==> src/rtl/fetch_stage_pkg.sv <==
// Shared CPU constants for the front end: boot vector, NOP encoding, PC increment.
package fetch_stage_pkg;

  localparam logic [31:0] RESET_VECTOR_DEFAULT = 32'hBFC0_0000;
  localparam logic [31:0] NOP_INST             = 32'h0000_0000;
  localparam logic [31:0] INST_BYTES           = 32'd4;

  function automatic logic [31:0] pc_incr(input logic [31:0] pc);
    return pc + INST_BYTES;
  endfunction

endpackage

==> src/rtl/fetch_stage.sv <==
// Instruction fetch: pre-IF issues next_pc to the SRAM, IF presents pc/inst one cycle later.
// One instruction per cycle; a decode stall freezes IF, buffers the word and blocks new requests.
module fetch_stage
  import fetch_stage_pkg::*;
#(
  parameter logic [31:0] RESET_VECTOR = RESET_VECTOR_DEFAULT
) (
  input  logic        clk,
  input  logic        resetn,
  input  logic        id_allowin,
  input  logic        br_taken,
  input  logic [31:0] br_target,
  output logic        if_to_id_valid,
  output logic [31:0] if_pc,
  output logic [31:0] if_inst,
  output logic        inst_sram_en,
  output logic [3:0]  inst_sram_wen,
  output logic [31:0] inst_sram_addr,
  output logic [31:0] inst_sram_wdata,
  input  logic [31:0] inst_sram_rdata
);

  logic        resetn_released;
  logic        if_valid;
  logic        buf_valid;
  logic        redirect_pending;
  logic [31:0] pc;
  logic [31:0] inst_buf;
  logic [31:0] redirect_target;
  logic [31:0] next_pc;
  logic        if_allowin;
  logic        if_accept;

  assign if_allowin   = !if_valid || id_allowin;
  assign if_accept    = if_valid && id_allowin;
  assign inst_sram_en = resetn_released && if_allowin;

  always_comb begin
    next_pc = pc_incr(pc);
    if (br_taken) begin
      next_pc = br_target;
    end else if (redirect_pending) begin
      next_pc = redirect_target;
    end
  end

  always_ff @(posedge clk or negedge resetn) begin
    if (!resetn) begin
      resetn_released  <= 1'b0;
      pc               <= RESET_VECTOR - INST_BYTES;
      if_valid         <= 1'b0;
      buf_valid        <= 1'b0;
      inst_buf         <= NOP_INST;
      redirect_pending <= 1'b0;
      redirect_target  <= 32'h0;
    end else begin
      resetn_released <= 1'b1;

      if (inst_sram_en) begin
        pc       <= next_pc;
        if_valid <= 1'b1;
      end else if (if_accept) begin
        if_valid <= 1'b0;
      end

      // SRAM data is only valid for one cycle, so hold it once decode stalls.
      if (if_accept) begin
        buf_valid <= 1'b0;
      end else if (if_valid && !buf_valid) begin
        buf_valid <= 1'b1;
        inst_buf  <= inst_sram_rdata;
      end

      if (br_taken && !inst_sram_en) begin
        redirect_pending <= 1'b1;
        redirect_target  <= br_target;
      end else if (inst_sram_en) begin
        redirect_pending <= 1'b0;
      end
    end
  end

  assign if_to_id_valid  = if_valid;
  assign if_pc           = pc;
  assign if_inst         = buf_valid ? inst_buf : inst_sram_rdata;
  assign inst_sram_addr  = next_pc;
  assign inst_sram_wen   = 4'b0000;
  assign inst_sram_wdata = 32'h0;

endmodule

==> config.mk <==
export PLATFORM = sky130hd
export DESIGN_NAME = fetch_stage
export DESIGN_NICKNAME = d
export VERILOG_FILES = /design/src/rtl/fetch_stage_pkg.sv /design/src/rtl/fetch_stage.sv
export SDC_FILE = /design/constraint.sdc
export NUM_CORES = 1
export LEC_CHECK = 0
export BUFFER_PORTS_ARGS = -buffer_cell sky130_fd_sc_hd__buf_2
export CORE_ASPECT_RATIO = 1.4
export CORE_MARGIN = 8
export CORE_UTILIZATION = 55
export CTS_BUF_LIST = sky130_fd_sc_hd__clkbuf_8
export DETAILED_ROUTE_END_ITERATION = 7
export PLACE_DENSITY = 0.9
export SETUP_SLACK_MARGIN = 0.5
export SYNTH_ARGS = -nofsm -noshare
export SYNTH_HDL_FRONTEND = slang
export SYNTH_SLANG_ARGS = --single-unit
export TNS_END_PERCENT = 50
==> constraint.sdc <==
create_clock -name clk -period 6.3 [get_ports clk]
set_input_delay 0.315 -clock clk [delete_from_list [all_inputs] [get_ports clk]]
set_output_delay 0.315 -clock clk [all_outputs]
set_load 0.01 [all_outputs]
Yosys cells after proc, flatten, opt, wreduce, memory -nomap -nowiden --
Cells that the tools add are included. Widths: inputs -> output; s select.
Cells by class: add/sub/neg operators 1, multiplexer cells 9, bitwise logic cells 1, reductions and logical operators 12
Operators by type and width (count):
- $mux 32 | 3
- $add 32x3->32 const B | 1
- $mux 1 | 6
- $reduce_bool 2->1 | 3
- $logic_and 1x1->1 | 4
- $logic_not 1->1 | 3
- $reduce_and 2->1 | 1
- $logic_or 1x1->1 | 1
- $not 1->1 | 1
Word-level totals: register bits 100, logic and storage cells 30

Depth between registers and ports, before layout --
depth after elaboration 6, gate-level depth with buffers 7

Worst setup path after synthesis --
No wires, ideal clock.
kind flip-flop to output port, start reg pc[7], in the netlist if_pc[7], end out inst_sram_addr[19], data arrival time 2.199 ns, path slack 3.786 ns, stages on the path, launching flop included 8, path buffers 3, cell sequence dfstp_2 -> buf_2 -> nand4_4 -> or4_1 -> clkbuf_1 -> buf_2 -> o211a_1 -> nor3b_1
Between the ends: longest elaborated chain between the ends 3
RTL lines:
- start: declaration | RTL line fetch_stage.sv:27 | logic [31:0] pc;
- start signal: assignment | RTL line fetch_stage.sv:50 | pc <= RESET_VECTOR - INST_BYTES;
- start signal: assignment | RTL line fetch_stage.sv:60 | pc <= next_pc;
- $add 32x3->32 | RTL line fetch_stage_pkg.sv:9 | return pc + INST_BYTES;
- $mux 32 | RTL line fetch_stage.sv:42 | end else if (redirect_pending) begin
- $mux 32 | RTL line fetch_stage.sv:40 | if (br_taken) begin
- end: declaration | RTL line fetch_stage.sv:18 | output logic [31:0] inst_sram_addr,
Every way passes these cells.

Worst setup path in the final report --
start reg if_valid, in the netlist if_to_id_valid, end reg redirect_target[5]
Between the ends: longest elaborated chain between the ends 5
RTL lines:
- start: declaration | RTL line fetch_stage.sv:24 | logic if_valid;
- start signal: assignment | RTL line fetch_stage.sv:51 | if_valid <= 1'b0;
- start signal: assignment | RTL line fetch_stage.sv:61 | if_valid <= 1'b1;
- start signal: assignment | RTL line fetch_stage.sv:63 | if_valid <= 1'b0;
- $logic_not 1->1 | RTL line fetch_stage.sv:34 | assign if_allowin = !if_valid || id_allowin;
- $logic_or 1x1->1 | RTL line fetch_stage.sv:34
- $logic_and 1x1->1 | RTL line fetch_stage.sv:36 | assign inst_sram_en = resetn_released && if_allowin;
- $logic_not 1->1 | RTL line fetch_stage.sv:74 | if (br_taken && !inst_sram_en) begin
- $logic_and 1x1->1 | RTL line fetch_stage.sv:74
- end signal: assignment | RTL line fetch_stage.sv:76 | redirect_target <= br_target;
- end: declaration | RTL line fetch_stage.sv:29 | logic [31:0] redirect_target;
Every way passes these cells. A chain may end at the register's enable or synchronous reset.

==> results.md <==
- Library cells used by synthesis: 57
- Layout area overhead: 15.71%
- Initial antenna violation count: 1
- Fmax achieved: 0.2847 GHz
- Commonest cells after routing, fill and taps aside: buf_2 (164), mux2_2 (104), dfrtp_1 (72), nand2_1 (51), conb_1 (37)
- Max_slew headroom: 0.3367
- Clock latency on the worst-skew pair: 0.38 ns
- Fillers: approximately 900
- Setup CP Type: reg -> reg
- Leading area contributor after synthesis: dfrtp_1
- Antenna Nets Post-Route: 0
- Nets: 833
- CTS clk-pin slew, worst paths: approximately 0.11 ns
- Yosys reg bits: 100
- Synthesized area: 6187 um2
- Chip height: 141.5 um
- DRC: 0
- GRT overflow: 0
- Total of max-cap violations: 0
- Crit path DAT: 3.77 ns
- Max FO, Critical Path: 38
- Area contributors post-synth: dfrtp_1 (29%), mux2_2 (19%), dfstp_2 (12%)
- Root Driver: clkbuf_8
- Clock Path Buffers: 2
- Antenna cells: 0
- Routed WL: between 15000 and 20000 um
- Largest net degree at the start of global routing: 78
- Synth Flop Type: dfrtp_1
- Final clock skew: 0.01463 ns
- Post-synth EDFFs: 0
- Cts hold-fix bufs: 1
- Die ar.: around 15000 um2
- FF-to-FF setup slack: between 2 and 3 ns
- Layout cell share with drive strength beyond 1: 0.4265
- Final cell count without fillers: just over 900
- Syn Inst Count: 629
- Worst VDD drop: 205.4 uV
- Port Buffers: approximately 170
- CTS tree: yes
- Setup Viol. Count Final: 0
- Global-route wire length before repair: 27760 um
- Status: finished clean
- CTS Buf Count: 9
- DR WL/cell: 18.96 um
- Via count: 5543
- WHS: 0.1718 ns
- Top cell type's share of synthesized area: 0.2912
- Die width: 105.6 um
- # placed instances: 896
- Synthesized area per cell: 9.837 um2
- Row cnt: 46
- Drt pass-1 iters: 5
- Final Max Slew Viols: 0
- Placer congestion estimate: 0.9014
- Fin Setup TNS: 0 ns
- Ys async rst share: 1.000
- Post-cts resize count: 0
- RSZ-0062 raised after global routing: no
- Initial core utilization: 0.5541
- Routed vias/inst: 6.071
- Seq/Total Area, Yosys: 0.4101
- Area of the core: 11170 um2
- H-tree Lvls: 3
- Clk sinks: 100
- DP HPWL: around 13000 um
- Setup Fix Bufs, Post-CTS: 0
- Critical Path Source Type: flop
- Worst Tran Pin Value: roughly 0.99 ns
- Tmin final: between 3 and 4 ns
- Commonest non-fill, non-tap cell in the layout: buf_2
- I/O pin count: about 200
- Hold crit path type: in -> reg
- Leak Pwr: 0.003068 uW
- Final Hold Fails: 0
- Final period utilization: 0.5576
- Synth warn: 0
- PwrDens: 285.8 nW/um2
- Element type at the critical path end: flop
- CP required: around 6.6 ns
- DRT iter0 DRCs: 388
- Tot GR Track Use: 0.2252
- Vias in the first global route: 5616
==> synthesized netlist by cell type (7+ instances only) <==
library cell,n
nand3_1,18
clkbuf_1,37
o22ai_1,9
nor3_1,23
dfstp_2,28
o21a_1,7
mux2_2,104
nor4_1,17
buf_4,36
o211ai_1,7
a31oi_1,7
a21oi_1,16
nor2_1,26
buf_2,7
or3_1,10
nand4_1,17
a22oi_1,10
nor2b_1,11
inv_1,10
dfrtp_1,72
nand2_1,51
o21ai_0,23
==> cell type report <==
type,count,area [um2],share of cell area
clock inverter,7,103.9,0.01451
timing repair buffer,172,883.3,0.1234
tap,144,180.2,0.02517
clock buffer,9,123.9,0.01730
inverter,10,37.54,0.005243
sequential,100,2537,0.3544
multi-input combinational,471,3293,0.4600
==> through the flow <==
stage | utilization | instance area, um2 | power (uW) | setup WS, ns
6_report | 0.6412 | 7159 | 2046 | 2.787
5_1_grt | 0.6412 | 7159 | 2153 | 2.600
4_1_cts | 0.6412 | 7159 | 2049 | 2.822
3_5_place_dp | 0.6199 | 6922 | 1579 | 2.765
3_3_place_gp | 0.6199 | 6922 | 1555 | 2.884
2_1_floorplan | - | 6319 | 1337 | 3.786
==> registers in the layout (all words and copies together), names as in the netlist <==
| name | count |
|---|---|
| if_to_id_valid | 1 |
| resetn_released | 1 |
| if_pc | 32 |
| buf_valid | 1 |
| inst_buf | 32 |
| redirect_target | 32 |
| redirect_pending | 1 |
==> worst max-delay path, stage by stage, from the launching register on <==
cell and delay, ns:
dfrtp_1 0.39, nand2b_1 0.33, nand2_1 0.81, inv_1 0.09, buf_4 0.29, nor2_2 0.66, buf_4 0.42, mux2_2 0.37
==> cell families after synthesis <==
group,Yosys count,synth area share
buffers and inverters,93,0.07968
other,2,0.001214
muxes,108,0.1958
adders and majority gates,1,0.002022
and+or+nand+nor,204,0.1765
AOI/OAI and AO/OA,117,0.1290
xor gates and xnor gates,4,0.005663
DFF,100,0.4101
==> where the power goes <==
part           switching (uW)  internal [uW]  total [uW]
sequential                134            799         933
clock                     244            230         474
combinational             344            295         639
==> worst paths after layout <==
path                                          start                 end  depth (start not counted)
worst max-delay path                 if_to_id_valid  redirect_target[5]                          7
worst min-delay path            inst_sram_rdata[11]        inst_buf[11]                          2
worst max register to register       if_to_id_valid  redirect_target[5]                          7
worst min register to register       if_to_id_valid           buf_valid                          1
max in group asynchronous                    resetn        inst_buf[23]                          3
min in group asynchronous                    resetn  redirect_target[2]                          2
==> layer usage <==
metal  vias up  track usage  part of all wire
li1       2531            -                 -
met1      2653       0.2483              0.37
met2       304       0.3752              0.49
met3        53      0.07808              0.10
met4         2       0.1152             0.034
met5         -            0           0.00075
Note: power is estimated with default switching activity, not from simulation.
